===== src/rtl/serial_atx_if.sv =====
// Byte-write and line-status bundle of the serial_atx transmitter.
// The master side (CPU/IO port) writes bytes and supplies the baud tick;
// the slave side (transmitter) drives the line and the status flags.
interface serial_atx_if;
   logic       baudtick;
   logic [7:0] txd_data;
   logic       txd_start;
   logic       txd_full;
   logic       txd_overflow;
   logic       txd_busy;
   logic       txd_idle;
   logic       txd;

   modport master (
      output baudtick,
      output txd_data,
      output txd_start,
      input  txd_full,
      input  txd_overflow,
      input  txd_busy,
      input  txd_idle,
      input  txd
   );

   modport slave (
      input  baudtick,
      input  txd_data,
      input  txd_start,
      output txd_full,
      output txd_overflow,
      output txd_busy,
      output txd_idle,
      output txd
   );
endinterface


===== src/rtl/serial_atx.sv =====
// RS-232 asynchronous transmitter: 8 data bits, no parity, 1 or 2 stop
// bits, LSB first. A small write FIFO absorbs CPU bursts so consecutive
// frames leave back-to-back; bit timing comes from an external 1x baud tick.
module serial_atx #(
   parameter int FIFO_AW   = 2,   // log2 of FIFO depth
   parameter int STOP_BITS = 1    // 1 or 2
) (
   input  logic        clk,
   input  logic        rst_n,
   serial_atx_if.slave bus
);

   localparam int                 DEPTH     = 1 << FIFO_AW;
   localparam logic [FIFO_AW:0]   DEPTH_C   = (FIFO_AW+1)'(DEPTH);
   localparam logic [FIFO_AW:0]   CNT_ONE   = (FIFO_AW+1)'(1);
   localparam logic [FIFO_AW-1:0] PTR_ONE   = FIFO_AW'(1);
   // Stop counter value that marks the final stop bit of a frame.
   localparam logic               STOP_LAST = (STOP_BITS == 2);

   typedef enum logic [1:0] {
      S_IDLE  = 2'd0,
      S_START = 2'd1,
      S_DATA  = 2'd2,
      S_STOP  = 2'd3
   } state_t;

   // Line state machine registers
   state_t       r_state;
   logic [7:0]   r_sh;
   logic [2:0]   r_bitcnt;
   logic         r_stopcnt;
   logic         r_txd;

   // Write FIFO registers
   logic [7:0]         r_mem [DEPTH];
   logic [FIFO_AW-1:0] r_wr_ptr;
   logic [FIFO_AW-1:0] r_rd_ptr;
   logic [FIFO_AW:0]   r_count;
   logic               r_full;
   logic               r_overflow;

   // Shared decisions between FIFO and state machine
   logic               w_empty;
   logic               w_last_stop;
   logic               w_pop;
   logic               w_push;
   logic               w_drop;
   logic [7:0]         w_head;
   logic [FIFO_AW:0]   w_count_nxt;

   assign w_empty     = (r_count == '0);
   assign w_last_stop = (r_stopcnt == STOP_LAST);
   // A byte leaves the FIFO only on a tick when the line is free: either idle,
   // or at the end of the last stop bit (back-to-back frames).
   assign w_pop       = bus.baudtick && !w_empty &&
                        ((r_state == S_IDLE) || ((r_state == S_STOP) && w_last_stop));
   // A full FIFO still accepts a write when the head leaves in the same cycle.
   assign w_push      = bus.txd_start && ((r_count != DEPTH_C) || w_pop);
   assign w_drop      = bus.txd_start && !w_push;
   assign w_head      = r_mem[r_rd_ptr];

   // Next occupancy; push and pop together leave the count unchanged.
   always_comb begin
      // NOTE: default first so every path assigns it and no latch is inferred.
      w_count_nxt = r_count;
      unique case ({w_push, w_pop})
         2'b10:   w_count_nxt = r_count + CNT_ONE;
         2'b01:   w_count_nxt = r_count - CNT_ONE;
         default: w_count_nxt = r_count;
      endcase
   end

   // FIFO pointers, occupancy and registered full/overflow flags.
   always_ff @(posedge clk or negedge rst_n) begin
      // NOTE: non-blocking assignments so every register samples pre-edge values.
      if (!rst_n) begin
         r_wr_ptr   <= '0;
         r_rd_ptr   <= '0;
         r_count    <= '0;
         r_full     <= 1'b0;
         r_overflow <= 1'b0;
      end else begin
         if (w_push) r_wr_ptr <= r_wr_ptr + PTR_ONE;
         if (w_pop)  r_rd_ptr <= r_rd_ptr + PTR_ONE;
         r_count    <= w_count_nxt;
         r_full     <= (w_count_nxt == DEPTH_C);
         r_overflow <= w_drop;
      end
   end

   // FIFO storage; contents are only meaningful below the count.
   // NOTE: the storage array has no reset: the pointers/count define validity.
   always_ff @(posedge clk) begin
      if (w_push) r_mem[r_wr_ptr] <= bus.txd_data;
   end

   // Frame sequencer; every transition and line change happens on a tick.
   always_ff @(posedge clk or negedge rst_n) begin
      if (!rst_n) begin
         r_state   <= S_IDLE;
         r_sh      <= '0;
         r_bitcnt  <= '0;
         r_stopcnt <= 1'b0;
         r_txd     <= 1'b1;
      end else if (bus.baudtick) begin
         case (r_state)
            S_IDLE: begin
               if (w_pop) begin
                  r_sh    <= w_head;
                  r_txd   <= 1'b0;
                  r_state <= S_START;
               end else begin
                  r_txd   <= 1'b1;
               end
            end
            S_START: begin
               r_txd    <= r_sh[0];
               r_sh     <= r_sh >> 1;
               r_bitcnt <= '0;
               r_state  <= S_DATA;
            end
            S_DATA: begin
               if (r_bitcnt == 3'd7) begin
                  r_txd     <= 1'b1;
                  r_stopcnt <= 1'b0;
                  r_state   <= S_STOP;
               end else begin
                  r_txd    <= r_sh[0];
                  r_sh     <= r_sh >> 1;
                  r_bitcnt <= r_bitcnt + 3'd1;
               end
            end
            S_STOP: begin
               if (!w_last_stop) begin
                  r_stopcnt <= 1'b1;
                  r_txd     <= 1'b1;
               end else if (w_pop) begin
                  r_sh    <= w_head;
                  r_txd   <= 1'b0;
                  r_state <= S_START;
               end else begin
                  r_txd   <= 1'b1;
                  r_state <= S_IDLE;
               end
            end
            default: begin
               r_txd   <= 1'b1;
               r_state <= S_IDLE;
            end
         endcase
      end
   end

   assign bus.txd          = r_txd;
   assign bus.txd_busy     = (r_state != S_IDLE);
   assign bus.txd_idle     = (r_state == S_IDLE) && w_empty;
   assign bus.txd_full     = r_full;
   assign bus.txd_overflow = r_overflow;

endmodule


===== src/flat_wrapper.sv =====
// flat-port wrapper written by rule: the top's interface ports become plain ports
module serial_atx_flat 
#(
   parameter int FIFO_AW   = 2,                        
   parameter int STOP_BITS = 1             
)
  (clk, rst_n, bus_baudtick, bus_txd_data, bus_txd_start, bus_txd_full, bus_txd_overflow, bus_txd_busy, bus_txd_idle, bus_txd);
  serial_atx_if bus_i ();
  input  logic clk;
  input  logic rst_n;
  input wire logic [$bits(bus_i.baudtick)-1:0] bus_baudtick;
  input wire logic [$bits(bus_i.txd_data)-1:0] bus_txd_data;
  input wire logic [$bits(bus_i.txd_start)-1:0] bus_txd_start;
  output wire logic [$bits(bus_i.txd_full)-1:0] bus_txd_full;
  output wire logic [$bits(bus_i.txd_overflow)-1:0] bus_txd_overflow;
  output wire logic [$bits(bus_i.txd_busy)-1:0] bus_txd_busy;
  output wire logic [$bits(bus_i.txd_idle)-1:0] bus_txd_idle;
  output wire logic [$bits(bus_i.txd)-1:0] bus_txd;
  assign bus_i.baudtick = bus_baudtick;
  assign bus_i.txd_data = bus_txd_data;
  assign bus_i.txd_start = bus_txd_start;
  assign bus_txd_full = bus_i.txd_full;
  assign bus_txd_overflow = bus_i.txd_overflow;
  assign bus_txd_busy = bus_i.txd_busy;
  assign bus_txd_idle = bus_i.txd_idle;
  assign bus_txd = bus_i.txd;
  serial_atx #(.FIFO_AW(FIFO_AW), .STOP_BITS(STOP_BITS)) u_core (.clk(clk), .rst_n(rst_n), .bus(bus_i));
endmodule

===== config.mk =====
export PLATFORM = sky130hd
export DESIGN_NAME = serial_atx_flat
export DESIGN_NICKNAME = d
export VERILOG_FILES = /design/src/rtl/serial_atx_if.sv /design/src/rtl/serial_atx.sv /design/src/flat_wrapper.sv
export SDC_FILE = /design/constraint.sdc
export NUM_CORES = 1
export LEC_CHECK = 0
export BUFFER_PORTS_ARGS = -buffer_cell sky130_fd_sc_hd__buf_2
export CAP_MARGIN = 20
export CORE_MARGIN = 1.5
export CORE_UTILIZATION = 40
export DETAILED_ROUTE_END_ITERATION = 8
export GPL_TIMING_DRIVEN = 0
export MAX_ROUTING_LAYER = met4
export PLACE_DENSITY_LB_ADDON = 0.1
export SLEW_MARGIN = 20
export SYNTH_ARGS = -nofsm -noshare
export SYNTH_HDL_FRONTEND = slang
export SYNTH_SLANG_ARGS = --single-unit

===== constraint.sdc =====
create_clock -name clk -period 3.46 [get_ports clk]
set_input_delay 0.173 -clock clk [delete_from_list [all_inputs] [get_ports clk]]
set_output_delay 0.173 -clock clk [all_outputs]
set_load 0.1 [all_outputs]

# Yosys cells after proc, flatten, opt, wreduce, memory -nomap -nowiden

Memories as Yosys holds them, arrays and structs flattened.
Index checks and enable logic that the tools add are counted.

Bits in registers: 24
Bits in writable memories: 32
Bits of input ports: 12
Output and inout bits: 5
Word-level logic and storage cells: 69
Memories: 1

Memory list:

| name         | words | bits a word | rd ports | clocked after memory_dff | wr ports | line             | RTL |
|---|---|---|---|---|---|---|---|
| u_core.r_mem | 4     | 8           | 1        | 0                        | 1        | serial_atx.sv:35 | `logic [7:0] r_mem [DEPTH];` |

$add $sub $neg: 5
Equality and inequality tests: 12
Muxes and demuxes: 21
Bitwise logic cells: 1
Reductions and logical operators: 19

Operators with widths:

| cell                  | count |
|---|---|
| $pmux W8 S4           | 1 |
| $mux W8               | 3 |
| $pmux W3 S2           | 2 |
| $reduce_and A3 Y1     | 3 |
| $mux W1               | 8 |
| $pmux W2 S4           | 1 |
| $add A3 B1 Y3 const B | 2 |
| $eq A2 B2 Y1 const B  | 3 |
| $eq A3 B3 Y1 const B  | 2 |
| $logic_and A1 B1 Y1   | 6 |
| $mux W2               | 3 |
| $reduce_bool A2 Y1    | 3 |
| $add A2 B1 Y2 const B | 2 |
| $eq A2 B1 Y1 const B  | 2 |
| $ne A2 B1 Y1 const B  | 2 |
| $ne A2 B2 Y1 const B  | 2 |
| $pmux W1 S4           | 1 |
| $reduce_and A4 Y1     | 1 |
| $logic_not A3 Y1      | 1 |
| $mux W3               | 1 |
| $ne A3 B3 Y1 const B  | 1 |
| $sub A3 B1 Y3 const B | 1 |
| $logic_not A1 Y1      | 2 |
| $logic_not A2 Y1      | 1 |
| 3 further kinds       | 4 |

# Longest topological paths before layout

Depth after elaboration: 9
Depth in mapped cells: 9
Mapped depth without buffers: 9

# Least setup slack after synthesis

OpenSTA, ideal clock, no wires.

Path type: reg2reg
Start: register u_core.r_state[0]
End: register u_core.r_full (netlist: u_core.bus.txd_full)
Setup time: 101 ps
Data arrival time: 2617 ps
Required time: 3359 ps
Path slack: 743 ps
Stages on the path, launching flop included: 10
Path buffers: 0
Cells stage by stage: dfrtp_1 -> inv_1 -> ha_1 -> nand2b_1 -> or3_1 -> fa_1 -> or4b_1 -> o21ai_0 -> a2111oi_0 -> o32ai_1

Longest elaborated chain between the ends: 9
Elaborated cells between the ends (all ways): 11
Classes of those cells: eq/ne: 4; mux: 1; reduce/logical: 6

RTL lines:

| what                                                | line              | RTL |
|---|---|---|
| from (decl)                                         | serial_atx.sv:28  | `state_t r_state;` |
| from (signal assigned)                              | serial_atx.sv:100 | `r_state <= S_IDLE;` |
| from (signal assigned)                              | serial_atx.sv:111 | `r_state <= S_START;` |
| from (signal assigned)                              | serial_atx.sv:120 | `r_state <= S_DATA;` |
| $eq A2 B2 Y1                                        | serial_atx.sv:56  | `((r_state == S_IDLE) \|\| ((r_state == S_STOP) && w_last_stop));` |
| $logic_and A1 B1 Y1                                 | serial_atx.sv:56  |  |
| $logic_or A1 B1 Y1 (*)                              | serial_atx.sv:56  |  |
| $logic_and A1 B1 Y1 (*)                             | serial_atx.sv:55  | `assign w_pop = bus.baudtick && !w_empty &&` |
| $logic_or A1 B1 Y1                                  | serial_atx.sv:58  | `assign w_push = bus.txd_start && ((r_count != DEPTH_C) \|\| w_pop);` |
| $logic_and A1 B1 Y1                                 | serial_atx.sv:58  |  |
| $eq A2 B1 Y1 / $eq A2 B2 Y1 (equally long branches) | serial_atx.sv:66  | `unique case ({w_push, w_pop})` |
| $pmux W3 S2 (*)                                     | serial_atx.sv:66  |  |
| $eq A3 B3 Y1 (*)                                    | serial_atx.sv:86  | `r_full <= (w_count_nxt == DEPTH_C);` |
| to (signal assigned)                                | serial_atx.sv:86  |  |
| to (decl)                                           | serial_atx.sv:39  | `logic r_full;` |

Mark *: on every way between the ends. The rest lies on a longest branch, timed or not.
A chain may end at the register's enable or synchronous reset.

# Final worst setup path

Start: register u_core.r_state[1]
End: register u_core.r_full (netlist: u_core.bus.txd_full)

Same word-level chain as after synthesis.

==> results by group <==
Status
  – Status: finished, final reports clean

Clock tree
  – Post-CTS Resized: 0
  – Post-CTS Hold Buffers: 1
  – Clk Latency, worst-skew pair: 0.31 ns
  – Clock Tree Buf Depth: 2
  – Worst-path clk slew: 0.10 ns
  – Root Driver: clkbuf_8
  – TritonCTS buffer count: 5
  – TritonCTS Sinks: 55
  – CTS HTree Levels: 2
  – CTS tree: done
  – Post-CTS setup buffer count: 0

Die
  – Starting Density: 41.6%
  – CORE AREA: 6390 µm²
  – Row Count: 29
  – DIE AREA: 7140 µm²
  – Die W: 84.5 µm
  – # IOs: 17
  – Chip Height: 84.5 µm

Synthesis
  – Top_reg_cell synth: edfxtp_1
  – Yosys cell types: 45
  – Post-synthesis sequential area ratio: 57.9%
  – Syn_nets: 224
  – Synth Instances: 200
  – Fraction of registers with async set/reset: 41.8%
  – Synthesized area: 2660 µm²
  – Syn Area/Cell: 13.3 µm²
  – Yosys warns: 0
  – Number of flops mapped to enable cells by yosys: 32
  – Flops & latches, synth: 55

Drt
  – Via-to-Cell Ratio: 5.44
  – DRT Wirelength: 4.69 mm
  – Wire per inst: 15.5 µm
  – Drt pass-1 iters: 4
  – DR vias: 1643
  – Antenna-violating nets left: 0
  – Remaining DRCs: 0
  – Initial drt markers: 73

Power
  – Peak supply drop: 0.000648 V
  – Pleak: 1.16 nW
  – PD cells: 909 nW/µm²
  – Combinational Power Share: 45.8%
  – Sw Pwr: 0.00105 W
  – Internal: 0.00164 W
  – Sw frac: 39.1%
  – Clock group share of total power: 16.3%
  – Seq pwr share: 37.9%

Critical path
  – Worst setup path start: u_core.r_state[1]$_DFFE_PN0P_
  – Worst Path Buf+Inv: 1
  – CP required: 3.67 ns
  – Startpoint Class: flip-flop
  – WP data arrival: 3.30 ns
  – Crit Path Max Fanout: 8
  – Crit path cell chain: inv_1 -> ha_1 -> nand2b_1 -> or3_1 -> fa_1 -> or4b_1 -> o21ai_0 -> a2111oi_0 -> o32ai_1
  – CP max stage cell: fa_1
  – Crit path max-delay family: simple AND/OR/NAND/NOR gates
  – CP endpoint kind: flip-flop
  – Worst r2r src: u_core.r_state[1]$_DFFE_PN0P_
  – Max incr delay on CP: 0.49 ns
  – WS Path Type: reg2reg

Finish
  – Fin nets: 248
  – Layout cell share with drive strength beyond 1: 23.1%
  – Fillers: 592
  – Diodes inserted: 0
  – Synth-to-Final Area Change: 11.4%
  – Most frequent cells in the layout: 32 x edfxtp_1, 22 x nor2_1, 22 x dfrtp_1
  – Leading cell type in the layout, fill and taps excluded: edfxtp_1
  – Core Util, Final: 46.3%

GRT
  – Vias in the first global route: 1681
  – GRT Util Overall: 14.8%
  – Initial antenna violation count: 0
  – Remaining Overflow, GRT: 0
  – First-pass GRT wire length: 8.07 mm
  – Largest net degree at the start of global routing: 24

Placement
  – IO buf count: 16
  – Place WS: 0.414 ns
  – Routability Congestion: 0.863
  – HPWL after detailed placement: 3.22 mm

Worst hold path
  – Worst hold-check path type: in2reg
  – Worst hold start: bus_txd_data[6]

STA
  – RSZ-0062 raised after global routing: no
  – Final Hold Viols: 0
  – Min Clock Period, post-route: 3.09 ns
  – F_max: 0.324 GHz
  – Post-route setup slack: 0.372 ns
  – Slew margin rel.: 63.5%
  – Worst slew pin tran: 0.534 ns
  – Final TNS setup: 0 ns
  – Final worst-path cycle share: 89.2%
  – Final setup vio count: 0
  – Max-slew violation count: 0
  – Hold_ws: 0.0684 ns
  – Worst clock skew: 0.00829 ns

Flow run
  – MaxCap Viol Count: 0
[worst reg2reg max path, stage by stage, from the launching register on]
cell       delay (ns)
dfrtp_1          0.44
inv_1            0.10
ha_1             0.40
nand2b_1         0.22
or3_1            0.39
fa_1             0.49
or4b_1           0.48
o21ai_0          0.09
a2111oi_0        0.13
o32ai_1          0.24
[cell type report]
| cell class | count | area, µm² | area share, % |
|---|---|---|---|
| Tap cell | 77 | 96.3 | 3.26 |
| Buffer | 11 | 92.6 | 3.13 |
| Sequential cell | 55 | 1540 | 52.0 |
| Multi-Input combinational cell | 124 | 988 | 33.4 |
| Timing Repair Buffer | 17 | 90.1 | 3.04 |
| Clock inverter | 3 | 47.5 | 1.61 |
| Inverter | 10 | 37.5 | 1.27 |
| Clock buffer | 5 | 68.8 | 2.33 |
[sequential cells by signal, indices dropped and copies added (netlist names), 2 cells and up]
name / cells
u_core.r_mem: 32
u_core.r_bitcnt: 3
u_core.r_wr_ptr: 2
u_core.r_sh: 8
u_core.r_count: 3
u_core.r_state: 2
u_core.r_rd_ptr: 2
[cell families after synthesis]
| family | Yosys count | share of synthesized area (%) |
|---|---|---|
| buffers and inverters | 21 | 4.90 |
| AOI/OAI and AO/OA | 32 | 8.81 |
| adders and majority gates | 12 | 5.93 |
| and+or+nand+nor | 66 | 13.1 |
| DFF | 55 | 57.9 |
| muxes | 10 | 8.05 |
| xor gates and xnor gates | 4 | 1.32 |
[Yosys cell counts (3+ instances only)]
| master | n | area share, % |
|---|---|---|
| edfxtp_1 | 32 | 36 |
| dfrtp_1 | 22 | 21 |
| nor2_1 | 22 | 3.1 |
| ha_1 | 11 | 5.2 |
| inv_1 | 10 | 1.4 |
| nand2_1 | 9 | 1.3 |
| o221ai_1 | 9 | 3.0 |
| o21ai_0 | 6 | 1.1 |
| a21oi_1 | 5 | 0.94 |
| and2_1 | 5 | 1.2 |
| mux4_2 | 5 | 4.2 |
| or3_1 | 5 | 1.2 |
| nor2_2 | 4 | 0.94 |
| nor3_1 | 4 | 0.75 |
| a2111oi_0 | 3 | 0.99 |
| buf_2 | 3 | 0.57 |
| mux4_1 | 3 | 3.0 |
| nor2b_1 | 3 | 0.71 |
| or3_2 | 3 | 0.85 |
| xnor2_1 | 3 | 0.99 |
[per-stage QoR]
stage | power (W) | std cells | area (µm²)
6_report | 0.00269 | 302 | 2960
5_1_grt | 0.00289 | 302 | 2960
4_1_cts | 0.00272 | 302 | 2960
2_1_floorplan | 0.00200 | 200 | 2660
3_5_place_dp | 0.00227 | 293 | 2830
3_3_place_gp | 0.00223 | 293 | 2830
[final timing paths]
kind,cells past startpoint,endpoint,slack [ns]
setup / recovery,9,u_core.bus.txd_full$_DFF_PN0_,0.37
hold / removal,1,u_core.r_mem[2][6]$_DFFE_PP_,0.07
setup reg to reg,9,u_core.bus.txd_full$_DFF_PN0_,0.37
hold reg to reg,2,u_core.bus.txd$_DFFE_PN1P_,0.50
max in group asynchronous,2,u_core.bus.txd$_DFFE_PN1P_,2.71
min in group asynchronous,2,u_core.r_bitcnt[1]$_DFFE_PN0P_,0.38
[metal layers]
layer | up-vias | track usage, % | wire [µm]
met1 | 815 | 18.3 | 2170
met2 | 29 | 24.2 | 2300
li1 | 789 | - | -
met4 | 0 | 5.43 | 103
met5 | - | - | 0
met3 | 10 | 2.95 | 122
[power by group through the flow]
stage	logic (W)	registers (W)	clock network [W]
floorplan	0.000904	0.00110	0
global placement	0.00120	0.00102	0
detailed placement	0.00124	0.00104	0
CTS	0.00124	0.00102	0.000448
global route	0.00137	0.00104	0.000479
finish	0.00123	0.00102	0.000438
(Power assumes the default switching activity.)
